===== src/rtl/cam_pkg.sv =====
// Shared types and constants for the OV7670 capture path: FSM states,
// RGB565 field layout and default frame geometry.
package cam_pkg;

  typedef enum logic [1:0] {
    SYNC    = 2'd0,
    VBLANK  = 2'd1,
    ARMED   = 2'd2,
    CAPTURE = 2'd3
  } cam_state_e;

  typedef struct packed {
    logic [4:0] r;
    logic [5:0] g;
    logic [4:0] b;
  } rgb565_t;

  localparam int H_PIX_DEF    = 320;
  localparam int V_LINES_DEF  = 240;
  localparam int FRAME_PIXELS = H_PIX_DEF * V_LINES_DEF;

  // The camera sends the high byte first, so the pair maps straight onto R:G:B.
  function automatic rgb565_t rgb565_pack(input logic [7:0] hi, input logic [7:0] lo);
    return rgb565_t'({hi, lo});
  endfunction

endpackage


===== src/rtl/cam_capture_edge_det.sv =====
// One-stage input register with rising/falling edge pulses derived from
// the registered value, so every decision sees a clean pclk-aligned signal.
module cam_edge_det (
  input  logic pclk,
  input  logic rst,
  input  logic i_sig,
  output logic o_q,
  output logic o_rise,
  output logic o_fall
);

  logic r_q;
  logic r_q_d;

  always_ff @(posedge pclk or posedge rst) begin
    if (rst) begin
      r_q   <= 1'b0;
      r_q_d <= 1'b0;
    end else begin
      r_q   <= i_sig;
      r_q_d <= r_q;
    end
  end

  assign o_q    = r_q;
  assign o_rise = r_q & ~r_q_d;
  assign o_fall = ~r_q & r_q_d;

endmodule


===== src/rtl/cam_capture.sv =====
// OV7670 byte-pair to RGB565 packer writing a row-major frame buffer.
// Optional per-line/per-frame length checking when CAM_CAPTURE_LINECHK_EN is defined.
module cam_capture
  import cam_pkg::*;
#(
  parameter int H_PIX   = H_PIX_DEF,
  parameter int V_LINES = V_LINES_DEF,
  parameter int ADDR_W  = 17
) (
  input  logic              pclk,
  input  logic              rst,
  input  logic              cam_vsync,
  input  logic              cam_href,
  input  logic [7:0]        cam_data,
  output logic              frame_we,
  output logic [ADDR_W-1:0] frame_addr,
  output logic [15:0]       frame_wdata,
  output logic              frame_done,
  output logic [7:0]        frame_cnt
`ifdef CAM_CAPTURE_LINECHK_EN
  ,
  output logic              line_err,
  output logic [9:0]        line_len
`endif
);

  localparam logic [ADDR_W:0] FRAME_PIX = (ADDR_W+1)'(H_PIX * V_LINES);

  logic            w_vs, w_vs_rise, w_vs_fall;
  logic            w_hr, w_hr_rise, w_hr_fall;
  logic [7:0]      r_data;
  logic [7:0]      r_hi;
  logic            r_phase;
  logic [ADDR_W:0] r_cnt;
  cam_state_e      r_state, w_state_nxt;
  logic            w_byte, w_clr, w_sat, w_done_ok;

  cam_edge_det u_vsync (
    .pclk(pclk), .rst(rst), .i_sig(cam_vsync),
    .o_q(w_vs), .o_rise(w_vs_rise), .o_fall(w_vs_fall)
  );

  cam_edge_det u_href (
    .pclk(pclk), .rst(rst), .i_sig(cam_href),
    .o_q(w_hr), .o_rise(w_hr_rise), .o_fall(w_hr_fall)
  );

  always_ff @(posedge pclk) begin
    r_data <= cam_data;
  end

  always_ff @(posedge pclk or posedge rst) begin
    if (rst) r_state <= SYNC;
    else     r_state <= w_state_nxt;
  end

  // vsync high overrides everything; VBLANK only leaves once vsync has dropped.
  always_comb begin
    w_state_nxt = r_state;
    if (w_vs) begin
      w_state_nxt = VBLANK;
    end else begin
      case (r_state)
        SYNC:    w_state_nxt = SYNC;
        VBLANK:  w_state_nxt = ARMED;
        ARMED:   if (w_hr_rise) w_state_nxt = CAPTURE;
        CAPTURE: if (w_hr_fall) w_state_nxt = ARMED;
        default: w_state_nxt = SYNC;
      endcase
    end
  end

  always_comb begin
    w_byte = 1'b0;
    w_clr  = 1'b0;
    case (r_state)
      VBLANK:  w_clr  = w_vs_fall;
      ARMED:   w_byte = w_hr_rise & ~w_vs;
      CAPTURE: w_byte = w_hr & ~w_vs;
      default: ;
    endcase
  end

  assign w_sat = (r_cnt == FRAME_PIX);

  always_ff @(posedge pclk) begin
    if (w_byte && !r_phase) r_hi <= r_data;
  end

  always_ff @(posedge pclk or posedge rst) begin
    if (rst) begin
      r_phase     <= 1'b0;
      r_cnt       <= '0;
      frame_we    <= 1'b0;
      frame_addr  <= '0;
      frame_wdata <= '0;
      frame_done  <= 1'b0;
      frame_cnt   <= '0;
    end else begin
      frame_we   <= 1'b0;
      frame_done <= 1'b0;
      if (w_vs || w_hr_fall) r_phase <= 1'b0;
      else if (w_byte)       r_phase <= ~r_phase;
      if (w_clr) begin
        r_cnt      <= '0;
        frame_addr <= '0;
      end else if (w_byte && r_phase && !w_sat) begin
        frame_we    <= 1'b1;
        frame_addr  <= r_cnt[ADDR_W-1:0];
        frame_wdata <= rgb565_pack(r_hi, r_data);
        r_cnt       <= r_cnt + 1'b1;
      end
      if (w_vs_rise && w_done_ok) begin
        frame_done <= 1'b1;
        frame_cnt  <= frame_cnt + 8'd1;
      end
    end
  end

`ifdef CAM_CAPTURE_LINECHK_EN
  logic [9:0] r_line_pix;
  logic [9:0] r_lines;
  logic       r_bad;

  // Pixels formed on the line are counted even after saturation, so line_len stays honest.
  always_ff @(posedge pclk or posedge rst) begin
    if (rst) begin
      r_line_pix <= '0;
      r_lines    <= '0;
      r_bad      <= 1'b0;
      line_err   <= 1'b0;
      line_len   <= '0;
    end else begin
      if (w_vs || w_hr_fall)     r_line_pix <= '0;
      else if (w_byte && r_phase) r_line_pix <= r_line_pix + 10'd1;
      if (w_clr) begin
        r_lines <= '0;
        r_bad   <= 1'b0;
      end else if (r_state == CAPTURE && w_hr_fall) begin
        r_lines  <= r_lines + 10'd1;
        line_len <= r_line_pix;
        if (r_line_pix != 10'(H_PIX)) begin
          line_err <= 1'b1;
          r_bad    <= 1'b1;
        end
      end
      if (w_vs_rise && r_state != SYNC && r_lines != 10'(V_LINES)) line_err <= 1'b1;
    end
  end

  assign w_done_ok = w_sat & ~r_bad;
`else
  assign w_done_ok = w_sat;
`endif

endmodule


===== config.mk =====
export PLATFORM = sky130hd
export DESIGN_NAME = cam_capture
export DESIGN_NICKNAME = d
export VERILOG_FILES = /design/src/rtl/cam_pkg.sv /design/src/rtl/cam_capture_edge_det.sv /design/src/rtl/cam_capture.sv
export SDC_FILE = /design/constraint.sdc
export NUM_CORES = 1
export LEC_CHECK = 0
export CELL_PAD_IN_SITES_DETAIL_PLACEMENT = 1
export CELL_PAD_IN_SITES_GLOBAL_PLACEMENT = 1
export CORE_MARGIN = 2
export CORE_UTILIZATION = 42
export DETAILED_ROUTE_END_ITERATION = 8
export DONT_BUFFER_PORTS = 1
export MAX_ROUTING_LAYER = met4
export PLACE_DENSITY = 0.69
export REMOVE_ABC_BUFFERS = 1
export SYNTH_ARGS = -nofsm -noshare
export SYNTH_HDL_FRONTEND = slang
export SYNTH_SLANG_ARGS = --single-unit

===== constraint.sdc =====
create_clock -name pclk -period 2.4 [get_ports pclk]
set_input_delay 0.24 -clock pclk [delete_from_list [all_inputs] [get_ports pclk]]
set_output_delay 0.24 -clock pclk [all_outputs]
set_load 0.02 [all_outputs]

==> results by group <==
Floorplanning
  – Core Footprint: 0.00781 mm²
  – Initial Util: 44.0%
  – DIE WIDTH: 94.4 µm
  – Die area: 0.00891 mm²
  – Num rows: 32
  – I/O pin total: 55
  – Die Height: 94.4 µm

CTS
  – Max clock buf depth: 2
  – Post-CTS Setup Inserts: 0
  – Clock Sinks: 84
  – CTS tree: done
  – Root buffer cell: clkbuf_8
  – TritonCTS buffer count: 9
  – Clk pin slew, worst setup/hold paths: 0.09 ns
  – H-Tree Depth: 3
  – Clk_lat worst skew: 0.36 ns

Power
  – Pwr Total: 0.00274 W
  – PD cells: 701 mW/mm²
  – Clock power frac: 37.2%
  – Switching part of the total: 26.1%
  – Leakage: 1.88 nW
  – Internal power: 0.00203 W
  – Logic gate share of total power: 4.5%
  – Sequential power share: 58.4%
  – Sw power: 0.000715 W
  – Maximum vdd drop: 0.000392 V

Min path
  – HP Class: input pin to async pin

STA
  – Final worst-path cycle share: 91.2%
  – Unrepaired setup endpoints after global routing: false
  – Clock Skew: 0.0154 ns
  – Rel. slew slack: 58.7%
  – Worst slew pin tran: 0.619 ns
  – Fin crit period: 2.19 ns
  – Max Slew Vio Count: 0
  – Finish-stage setup viols: 0
  – FMAX: 0.457 GHz
  – Final hold vios: 0
  – Final hold slack: 0.412 ns

GRT
  – Grt ovf: 0
  – Largest net degree at the start of global routing: 42
  – Vias in the first global route: 2,620
  – Total GRT Usage: 20.3%
  – First-pass GRT wire length: 13,200 µm
  – Antenna violations before repair: 0

Logic synthesis
  – Leading area contributor after synthesis: dfrtp_1
  – Ys async rst share: 81.0%
  – Synth Register Bits: 84
  – Netlist cell types: 41
  – Predominant post-synthesis flop cell: dfrtp_1
  – Post-Syn Area per Cell: 10.3 µm²
  – Cells after Synth: 333
  – Synth area leaders: dfrtp_1 50%, nand2_1 9.7%, edfxtp_1 7.0%
  – Number of synthesized flops with an enable pin: 8
  – Yosys warns: 0
  – Sequential area share after synthesis: 61.2%
  – Synth top area share: 49.6%
  – Synth Cell Area: 0.00343 mm²

Place
  – Routability congestion estimate: 0.940
  – Count of input and output buffers: 0
  – DP Area: 0.00360 mm²
  – Detail Placement HPWL: 5360 µm
  – Placed insts: 433

Critical path
  – Critical path class: flop to flop
  – Worst Path Required: 2.67 ns
  – CP Launch Point: r_cnt[9]
  – Critical Path End Type: flop
  – FF-to-FF Start: r_cnt[9]
  – CP max FO: 18
  – Worst path arrival time: 2.46 ns
  – Startpoint types: flop

Route
  – ANT nets after route: 0
  – 1st-iter DRT viols: 76
  – Drt first pass iters: 4
  – Vias post-DR: 2,448
  – Vias per cell: 5.32
  – WL/cell: 17.3 µm
  – Routed WL: 7940 µm
  – DRC: 0

Layout
  – Area growth, synth to finish: 14.0%
  – Non-filler cells, final: 460
  – Fillers: 862
  – Post-route cell area: 0.00391 mm²
  – Most frequent cells in the layout: 89 x nand2_1, 68 x dfrtp_1, 31 x nand3_1
  – Most common cell after layout, fill and taps aside: nand2_1
  – Layout cells sized above 1: 10.9%
  – Diode count: 0
  – Final nets: 368

Status
  – Status: finished clean

Flow run
  – Max-cap viol count: 0
## power groups by stage
stage	Sequential, W	Combinational, W	Clock (W)
3_5_place_dp	0.00163	0.000113	0
6_report	0.00160	0.000123	0.00102
5_1_grt	0.00161	0.000142	0.00112
2_1_floorplan	0.00161	0.0000772	0
3_3_place_gp	0.00163	0.000106	0
4_1_cts	0.00160	0.000126	0.00105
## cells in the mapped netlist, types with 3 or more instances
library cell	instances
xnor2_1	11
nand3_1	31
nor4b_1	3
buf_2	3
nand2_1	89
and4_1	3
edfxtp_1	8
clkbuf_1	7
nand4_1	7
nor2_1	20
dfxtp_1	8
xor2_1	6
buf_4	3
nor4_1	5
ha_1	3
o21ai_0	7
dfrtp_1	68
inv_1	7
nor3_1	6
and3_1	10
## cell type report
class | count | area (µm²) | area share (%)
sequential | 84 | 2100 | 53.7
timing repair buffer | 24 | 220 | 5.63
multi-input combinational | 226 | 1230 | 31.5
clock inverter | 7 | 75.1 | 1.92
inverter | 8 | 30.0 | 0.768
clock buffer | 9 | 124 | 3.17
tap | 102 | 128 | 3.26
## cell families (layout without fill, tap and decap cells)
logic type               Yosys count  after routing  share of synthesized area [%]
adder cells (fa/ha/maj)            3              3                           1.09
AND/OR/NAND/NOR                  186            186                           25.7
XOR/XNOR                          17             17                           4.34
AO/OA/AOI/OAI                     17             17                           3.28
multiplexers                       3              3                          0.948
buffers and inverters             23             48                           3.39
flip-flops                        84             84                           61.2
## stage by stage
stage | worst slack, ns | TNS [ns] | util [%]
2_1_floorplan | -0.450 | -4.62 | -
3_3_place_gp | 0.327 | 0 | 46.2
3_5_place_dp | 0.270 | 0 | 46.2
4_1_cts | 0.229 | 0 | 50.1
5_1_grt | 0.0163 | 0 | 50.1
6_report | 0.210 | 0 | 50.1
## critical path, cell delays in order, from the launching register on
cell     delay, ns
dfrtp_1       0.44
nor4b_1       0.44
nand3_1       0.23
o21ai_4       0.23
buf_4         0.26
mux2_2        0.36
mux2i_1       0.15
## sequential cells by signal, indices dropped and copies added (netlist names)
register / flops
frame_we: 1
u_vsync.o_q: 1
r_phase: 1
frame_done: 1
frame_addr: 17
r_state: 2
u_vsync.r_q_d: 1
u_href.o_q: 1
r_cnt: 18
u_href.r_q_d: 1
r_data: 8
frame_wdata: 16
frame_cnt: 8
r_hi: 8
## layer usage
layer / GRT usage (%) / routed length, µm
met1: 25.6 / 3720
met2: 31.7 / 3770
met3: 4.95 / 327
met4: 7.73 / 116
met5: - / 0
## what timing repair did
| action | in CTS | in global routing |
|---|---|---|
| resized for setup | 0 | 0 |
| setup endpoints to repair | 0 | 0 |
| hold endpoints to repair | 37 | 0 |
| hold buffers | 11 | 0 |
## final timing paths
kind	slack, ns	cells past startpoint	to
min in group pclk	0.41	1	r_data[7]
min reg2reg	0.43	2	frame_wdata[6]
max	0.21	6	r_cnt[2]
min	0.41	2	frame_cnt[0]
max reg2reg	0.21	6	r_cnt[2]
max in group asynchronous	1.34	3	frame_addr[6]
Power figures use the tool's default switching activity.
